[config.mk]
export PLATFORM = sky130hd
export DESIGN_NAME = fetch_stage_flat
export DESIGN_NICKNAME = d
export VERILOG_FILES = /design/src/rtl/riscv_pkg.sv /design/src/rtl/fetch_stage_if.sv /design/src/rtl/if_id_reg.sv /design/src/rtl/fetch_stage.sv /design/src/flat_wrapper.sv
export SDC_FILE = /design/constraint.sdc
export NUM_CORES = 1
export LEC_CHECK = 0
export BUFFER_PORTS_ARGS = -buffer_cell sky130_fd_sc_hd__clkbuf_2
export CELL_PAD_IN_SITES_DETAIL_PLACEMENT = 2
export CELL_PAD_IN_SITES_GLOBAL_PLACEMENT = 2
export CORE_MARGIN = 8
export CORE_UTILIZATION = 33
export DETAILED_ROUTE_END_ITERATION = 6
export PLACE_DENSITY_LB_ADDON = 0.1
export SYNTH_ARGS = -nofsm -noshare
export SYNTH_HDL_FRONTEND = slang
export SYNTH_SLANG_ARGS = --single-unit
[constraint.sdc]
create_clock -name clk -period 6.2 [get_ports clk]
set_clock_uncertainty 0.15 [all_clocks]
set_input_delay 0.62 -clock clk [delete_from_list [all_inputs] [get_ports clk]]
set_output_delay 0.62 -clock clk [all_outputs]
set_load 0.05 [all_outputs]
[src/rtl/riscv_pkg.sv]
// ============================================================================
// riscv_pkg : shared types and constants for the pipelined RISC-V core
// Rev 1.0   : initial release
// ============================================================================
`default_nettype none

package riscv_pkg;

  localparam int XLEN = 64;
  localparam logic [31:0] NOP_INSTR = 32'h0000_0013;

  typedef struct packed {
    logic            valid;
    logic [31:0]     instr;
    logic [XLEN-1:0] pc;
    logic [XLEN-1:0] pc_plus4;
  } if_id_t;

  typedef enum logic [1:0] {
    FS_RESET = 2'd0,
    FS_BOOT  = 2'd1,
    FS_RUN   = 2'd2
  } fetch_state_e;

  localparam if_id_t IFID_RESET = '{valid: 1'b0, instr: NOP_INSTR, pc: '0, pc_plus4: '0};

endpackage

`default_nettype wire

[src/rtl/fetch_stage_if.sv]
// ============================================================================
// fetch_stage_if : instruction-memory, hazard/redirect and IF/ID bundle
// Rev 1.0        : initial release
// ============================================================================
`default_nettype none

interface fetch_stage_if #(
  parameter int XLEN  = 64,
  parameter int CNT_W = 32
);
  logic [XLEN-3:0]  imem_addr;
  logic [31:0]      imem_instr;
  logic             stall;
  logic             redirect;
  logic [XLEN-1:0]  redirect_pc;
  logic             ifid_valid;
  logic [31:0]      ifid_instr;
  logic [XLEN-1:0]  ifid_pc;
  logic [XLEN-1:0]  ifid_pc_plus4;
  logic             misalign;
  logic [CNT_W-1:0] fetch_count;

  modport master (
    output imem_addr, ifid_valid, ifid_instr, ifid_pc, ifid_pc_plus4, misalign, fetch_count,
    input  imem_instr, stall, redirect, redirect_pc
  );

  modport slave (
    input  imem_addr, ifid_valid, ifid_instr, ifid_pc, ifid_pc_plus4, misalign, fetch_count,
    output imem_instr, stall, redirect, redirect_pc
  );
endinterface

`default_nettype wire

[src/rtl/if_id_reg.sv]
// ============================================================================
// if_id_reg : IF/ID pipeline register with hold and flush-to-bubble
// Rev 1.0   : initial release
// ============================================================================
`default_nettype none

module if_id_reg
  import riscv_pkg::*;
(
  input  logic   clk,
  input  logic   reset_n,
  input  logic   load_i,
  input  logic   flush_i,
  input  if_id_t d_i,
  output if_id_t q_o
);

  if_id_t ifid_q;

  // Flush only kills valid/instr; the PC fields keep their last value.
  always_ff @(posedge clk or negedge reset_n) begin
    if (!reset_n) begin
      ifid_q <= IFID_RESET;
    end else if (flush_i) begin
      ifid_q.valid <= 1'b0;
      ifid_q.instr <= NOP_INSTR;
    end else if (load_i) begin
      ifid_q <= d_i;
    end
  end

  assign q_o = ifid_q;

endmodule

`default_nettype wire

[src/rtl/fetch_stage.sv]
// ============================================================================
// fetch_stage : IF stage (PC, next-PC mux, boot FSM, fetch counter) + IF/ID
// Rev 1.0     : initial release
// ============================================================================
`default_nettype none

module fetch_stage #(
  parameter int                 XLEN     = riscv_pkg::XLEN,
  parameter logic [XLEN-1:0]    RESET_PC = '0,
  parameter int                 CNT_W    = 32
) (
  input  logic          clk,
  input  logic          reset_n,
  fetch_stage_if.master bus
);
  import riscv_pkg::*;

  fetch_state_e     state_q, state_d;
  logic [XLEN-1:0]  pc_q, pc_d;
  logic [CNT_W-1:0] fetch_count_q, fetch_count_d;
  logic             misalign_q, misalign_d;

  logic             run_w;
  logic             do_redirect_w;
  logic             do_fetch_w;
  logic [XLEN-1:0]  pc_plus4_w;
  if_id_t           ifid_d_w;
  if_id_t           ifid_q_w;

  assign run_w         = (state_q == FS_RUN);
  assign do_redirect_w = run_w && bus.redirect;
  assign do_fetch_w    = run_w && !bus.redirect && !bus.stall;
  assign pc_plus4_w    = pc_q + XLEN'(4);

  always_ff @(posedge clk or negedge reset_n) begin
    if (!reset_n) begin
      state_q       <= FS_RESET;
      pc_q          <= RESET_PC;
      fetch_count_q <= '0;
      misalign_q    <= 1'b0;
    end else begin
      state_q       <= state_d;
      pc_q          <= pc_d;
      fetch_count_q <= fetch_count_d;
      misalign_q    <= misalign_d;
    end
  end

  // Redirect beats stall; both are ignored until the FSM reaches RUN.
  always_comb begin
    state_d       = state_q;
    pc_d          = pc_q;
    fetch_count_d = fetch_count_q;
    misalign_d    = 1'b0;
    case (state_q)
      FS_RESET: state_d = FS_BOOT;
      FS_BOOT:  state_d = FS_RUN;
      FS_RUN: begin
        state_d = FS_RUN;
        if (do_redirect_w) begin
          pc_d       = {bus.redirect_pc[XLEN-1:2], 2'b00};
          misalign_d = |bus.redirect_pc[1:0];
        end else if (do_fetch_w) begin
          pc_d          = pc_plus4_w;
          fetch_count_d = fetch_count_q + CNT_W'(1);
        end
      end
      default:  state_d = FS_RESET;
    endcase
  end

  assign ifid_d_w = '{valid: 1'b1, instr: bus.imem_instr, pc: pc_q, pc_plus4: pc_plus4_w};

  if_id_reg u_if_id_reg (
    .clk     (clk),
    .reset_n (reset_n),
    .load_i  (do_fetch_w),
    .flush_i (do_redirect_w),
    .d_i     (ifid_d_w),
    .q_o     (ifid_q_w)
  );

  assign bus.imem_addr     = pc_q[XLEN-1:2];
  assign bus.ifid_valid    = ifid_q_w.valid;
  assign bus.ifid_instr    = ifid_q_w.instr;
  assign bus.ifid_pc       = ifid_q_w.pc;
  assign bus.ifid_pc_plus4 = ifid_q_w.pc_plus4;
  assign bus.misalign      = misalign_q;
  assign bus.fetch_count   = fetch_count_q;

endmodule

`default_nettype wire

[src/flat_wrapper.sv]
// flat-port wrapper written by rule: the top's interface ports become plain ports
module fetch_stage_flat import riscv_pkg::*;
#(
  parameter int                 XLEN     = riscv_pkg::XLEN,
  parameter logic [XLEN-1:0]    RESET_PC = '0,
  parameter int                 CNT_W    = 32
)
  (clk, reset_n, bus_imem_addr, bus_ifid_valid, bus_ifid_instr, bus_ifid_pc, bus_ifid_pc_plus4, bus_misalign, bus_fetch_count, bus_imem_instr, bus_stall, bus_redirect, bus_redirect_pc);
  fetch_stage_if #(.XLEN(XLEN), .CNT_W(CNT_W)) bus_i ();
  input  logic clk;
  input  logic reset_n;
  output wire logic [$bits(bus_i.imem_addr)-1:0] bus_imem_addr;
  output wire logic [$bits(bus_i.ifid_valid)-1:0] bus_ifid_valid;
  output wire logic [$bits(bus_i.ifid_instr)-1:0] bus_ifid_instr;
  output wire logic [$bits(bus_i.ifid_pc)-1:0] bus_ifid_pc;
  output wire logic [$bits(bus_i.ifid_pc_plus4)-1:0] bus_ifid_pc_plus4;
  output wire logic [$bits(bus_i.misalign)-1:0] bus_misalign;
  output wire logic [$bits(bus_i.fetch_count)-1:0] bus_fetch_count;
  input wire logic [$bits(bus_i.imem_instr)-1:0] bus_imem_instr;
  input wire logic [$bits(bus_i.stall)-1:0] bus_stall;
  input wire logic [$bits(bus_i.redirect)-1:0] bus_redirect;
  input wire logic [$bits(bus_i.redirect_pc)-1:0] bus_redirect_pc;
  assign bus_imem_addr = bus_i.imem_addr;
  assign bus_ifid_valid = bus_i.ifid_valid;
  assign bus_ifid_instr = bus_i.ifid_instr;
  assign bus_ifid_pc = bus_i.ifid_pc;
  assign bus_ifid_pc_plus4 = bus_i.ifid_pc_plus4;
  assign bus_misalign = bus_i.misalign;
  assign bus_fetch_count = bus_i.fetch_count;
  assign bus_i.imem_instr = bus_imem_instr;
  assign bus_i.stall = bus_stall;
  assign bus_i.redirect = bus_redirect;
  assign bus_i.redirect_pc = bus_redirect_pc;
  fetch_stage #(.XLEN(XLEN), .RESET_PC(RESET_PC), .CNT_W(CNT_W)) u_core (.clk(clk), .reset_n(reset_n), .bus(bus_i));
endmodule
Word-level counts from Yosys, hierarchy flattened

Cells that the tools add are included.

Magnitude comparators: 0
Reductions and logical operators: 12
Add/subtract/negate cells: 2
$mul: 0
Shifts and indexed selects: 0
Bitwise logic cells: 1
Muxes and demuxes: 7
Divide/modulo/power cells: 0
Equal/unequal tests: 2

Operators by type and width:

| operator                | number |
|---|---|
| $mux W161               | 1 |
| $mux W64                | 2 |
| $add A64 B3 Y64 const B | 1 |
| $mux W33                | 1 |
| $add A32 B1 Y32 const B | 1 |
| $pmux W2 S2             | 1 |
| $reduce_and A2 Y1       | 2 |
| $reduce_or A2 Y1        | 2 |
| $logic_and A1 B1 Y1     | 3 |
| $reduce_and A3 Y1       | 1 |
| $eq A2 B1 Y1 const B    | 1 |
| $eq A2 B2 Y1 const B    | 1 |
| $logic_not A1 Y1        | 2 |
| $logic_not A2 Y1        | 1 |
| $mux W1                 | 2 |
| $reduce_bool A2 Y1      | 1 |
| $not A1 Y1              | 1 |

Memory bits (read-only): 0
Latch bits: 0
Bits in writable memories: 0
Memories kept: 0
Output and inout bits: 256
Bits in registers: 260
Input port bits: 100

Longest topological paths before layout

Depth in word-level cells: 5
Depth in mapped cells: 10
Mapped depth without buffers: 7

Cells and area by module

Synthesis repeated with hierarchy kept, for this count alone.

Cells, all modules: 1160
Area total of the unflattened synthesis: 12808.5 sq um

Modules (own cells, without submodules):

| module      | area an instance (sq um) | times used | cells each |
|---|---|---|---|
| fetch_stage | 6662.6                   | 1          | 782 |
| if_id_reg   | 6145.9                   | 1          | 378 |

Worst setup path before layout

Ideal clock, no wire load.

Kind: register to register
Start: reg u_core.pc_q[2]
End: reg u_core.pc_q[30]
Data arrival time: 2616 ps
Cell stages (with the launch flop): 8
Buffers on the path: 1
Setup time: 126 ps
Setup slack: 3308 ps
Cell sequence: dfrtp_1 ha_1 nand4_1 or4_1 clkbuf_1 o311ai_0 o41ai_1 a221o_1

Word-level cells in the longest chain between the ends: 3

RTL lines:

| what                   | RTL line          | text |
|---|---|---|
| from (decl)            | fetch_stage.sv:19 | `logic [XLEN-1:0] pc_q, pc_d;` |
| from (signal assigned) | fetch_stage.sv:43 | `pc_q <= pc_d;` |
| $add A64 B3 Y64        | fetch_stage.sv:33 | `assign pc_plus4_w = pc_q + XLEN'(4);` |
| $mux W64               | fetch_stage.sv:63 | `end else if (do_fetch_w) begin` |
| $mux W64               | fetch_stage.sv:60 | `if (do_redirect_w) begin` |

No other way between the ends. The select of a mux whose other input is x is not followed.
A chain may end at the register's enable or synchronous reset.

Final worst setup path

Start: reg u_core.pc_q[2]
End: reg u_core.pc_q[48]

Same word-level chain as after synthesis.

==> flow_summary.json <==
{
  "dr.pass1.iters": 5,
  "start_kind": "flip-flop",
  "cap_violations": 0,
  "synth_edf_count": 0,
  "antenna_found_initial": 3,
  "grt_start_max_net_pins": 99,
  "tightestPinTransition_ps": 1090,
  "cts.sinks": 254,
  "grt_overflow": 0,
  "syn2layout_area_growth_pct": 26.2,
  "instances_no_fill": 2130,
  "clockBufferDepth": 3,
  "cpPeakStageDelay_ps": 740,
  "finalNetCount": 1733,
  "vias_per_cell": 5.53,
  "cts_hold_buffers": 1,
  "cts_root_buffer": "clkbuf_16",
  "power_leakage_uw": 0.00742,
  "clkSlewWorstSetupHoldPaths_ps": 60,
  "grt_pass1_wl_mm": 82.7,
  "worstHoldStart": "bus_imem_instr[13]",
  "synth_area_leaders": "dfrtp_1 (51%), nand2_1 (8.7%), o21ai_0 (3.5%)",
  "fmax_mhz": 286,
  "die_width_um": 210,
  "ys.flop_type": "dfrtp_1",
  "path_cells": "ha_1 > nand4_1 > nor4_4 > nand4_2 > or4_1 > nand3_1",
  "placed_cells": 2069,
  "avgSynthCellArea_um2": 9.29,
  "setup_viol": 0,
  "ys_types": 75,
  "hp-class": "primary input to flip-flop",
  "port_buffers": 351,
  "grt_pass1_vias": 13000,
  "ir_drop_uv": 233,
  "postSynthCellCount": 1333,
  "yosysTopAreaCell": "dfrtp_1",
  "clk_latency_ps": 570,
  "post_route_cells_drive_above_1_share_pct": 27.4,
  "globalRouteTotalUtil_pct": 23.8,
  "synth_seq_area_share_pct": 51.4,
  "dp_hpwl_mm": 38.5,
  "power_uw": 5650,
  "placed_area_um2": 14500,
  "async_flop_share_pct": 100,
  "coreArea_um2": 37300,
  "fin_crit_sh_pct": 56.3,
  "die_h_um": 210,
  "finalHoldViolCount": 0,
  "ios": 356,
  "cp.required_ps": 6540,
  "dieArea_um2": 44000,
  "power-per-cell-area_nw_per_um2": 361,
  "slew_headroom_pct": 26.8,
  "outcome": "completed",
  "cp-end-kind": "flip-flop",
  "fin_tns_setup_ps": 0,
  "route.detailed.drc": 0,
  "cp-startpoint": "u_core.pc_q[2]",
  "start_util_pct": 33.2,
  "cts_made_buffers": 31,
  "syn_area_um2": 12400,
  "htree_levels": 1,
  "path_max_fanout": 28,
  "ant_nets": 0,
  "regToRegStartpoint": "u_core.pc_q[2]",
  "cp_num_buf_inv": 0,
  "crit_family": "simple AND/OR/NAND/NOR gates",
  "layout_min_cycle_time_ps": 3490,
  "yosys_warnings": 0,
  "wirelength_mm": 53.7,
  "synth_top_area_share_pct": 50.7,
  "drtIter0Drc": 695,
  "rows": 71,
  "postCtsSetupBuffers": 0,
  "worstPathArrival_ps": 3840,
  "slew_viol_final": 0,
  "hold_ws_ps": 122,
  "postLayoutCellArea_um2": 15600,
  "wl_per_cell_um": 25.2,
  "vias": 11800,
  "grt_setup_unrepaired": "no",
  "cts_resized": 0,
  "crit_type": "flip-flop to flip-flop",
  "place_congestion": 0.878,
  "cts_tree": "built",
  "synth_seq_cells": 254,
  "n_fill_cell": 4174,
  "slowest_stage": "nor4_4"
}
==> cells in the mapped netlist (24+ instances only) <==
cell	number
nand2_1	287
dfrtp_1	251
o21ai_0	86
clkbuf_1	75
nand3_1	69
nor2_1	58
nand4_1	48
xnor2_1	44
a21oi_1	39
a22o_1	30
and3_1	29
xor2_1	24
==> per-layer routing <==
layer,vias up,global-route usage [%],wire length [um]
met4,2,5.59,902
met1,6089,30.7,23400
met5,-,0,13
met2,308,40.3,26500
met3,56,5.01,2860
li1,5322,-,-
==> metrics by stage <==
stage / util [%] / setup WS, ps
after floorplan: - / 3310
after global placement: 38.8 / 2840
after detailed placement: 38.8 / 2660
after CTS: 41.9 / 2630
after global routing: 41.9 / 2500
final: 41.9 / 2710
==> logic make-up after synthesis <==
family,after synthesis,synth area share [%]
AOI/OAI and AO/OA,264,14.2
xor gates and xnor gates,68,4.81
adders and majority gates,4,0.404
buffers and inverters,123,4.23
DFF,254,51.4
muxes,7,0.606
other,1,0.0303
and+or+nand+nor,612,24.4
==> cell usage in the layout, fill, tap and decap left out, drive strengths merged, types with 11 or more instances in the layout <==
cell / Yosys / layout
a21oi: 39 / 39
a22o: 30 / 30
a31oi: 13 / 13
and2: 11 / 11
and3: 29 / 29
and4: 13 / 13
buf: 34 / 20
clkbuf: 77 / 391
dfrtp: 251 / 251
inv: 12 / 13
nand2: 287 / 287
nand3: 72 / 72
nand4: 51 / 51
nor2: 58 / 58
nor3: 24 / 24
nor4: 18 / 18
o21ai: 87 / 87
o22ai: 12 / 12
or3: 23 / 23
or4: 11 / 11
xnor2: 44 / 44
xor2: 24 / 24
==> report_power, final <==
| part | switching (uW) | total (uW) | internal, uW |
|---|---|---|---|
| logic | 1170 | 1490 | 324 |
| registers | 248 | 2110 | 1860 |
| clock network | 752 | 2050 | 1300 |
| total | 2170 | 5650 | 3480 |
==> layout make-up <==
| type | instances | area [um2] | area share [%] |
|---|---|---|---|
| diodes | 2 | 5.00 | 0.0320 |
| clock buffers | 41 | 853 | 5.46 |
| clock inverters | 17 | 289 | 1.85 |
| inverters | 12 | 45.0 | 0.288 |
| multi-input cells | 959 | 5550 | 35.5 |
| flip-flops and latches | 254 | 6360 | 40.7 |
| well taps | 474 | 593 | 3.80 |
| repair buffers | 371 | 1930 | 12.4 |
==> state kept, by name, indices dropped and copies added, names as in the netlist <==
name	count
u_core.bus.fetch_count	32
u_core.bus.misalign	1
u_core.u_if_id_reg.q_o	157
u_core.state_q	2
u_core.pc_q	62
==> final timing paths <==
kind,endpoint,slack (ps),cells after the start
worst max-delay path,u_core.pc_q[48],2710,6
worst min-delay path,u_core.u_if_id_reg.q_o[141],120,2
worst max register to register,u_core.pc_q[48],2710,6
worst min register to register,u_core.u_if_id_reg.q_o[117],320,2
max in group asynchronous,u_core.bus.fetch_count[22],4030,3
min in group asynchronous,u_core.u_if_id_reg.q_o[36],520,2
Power figures use the tool's default switching activity.
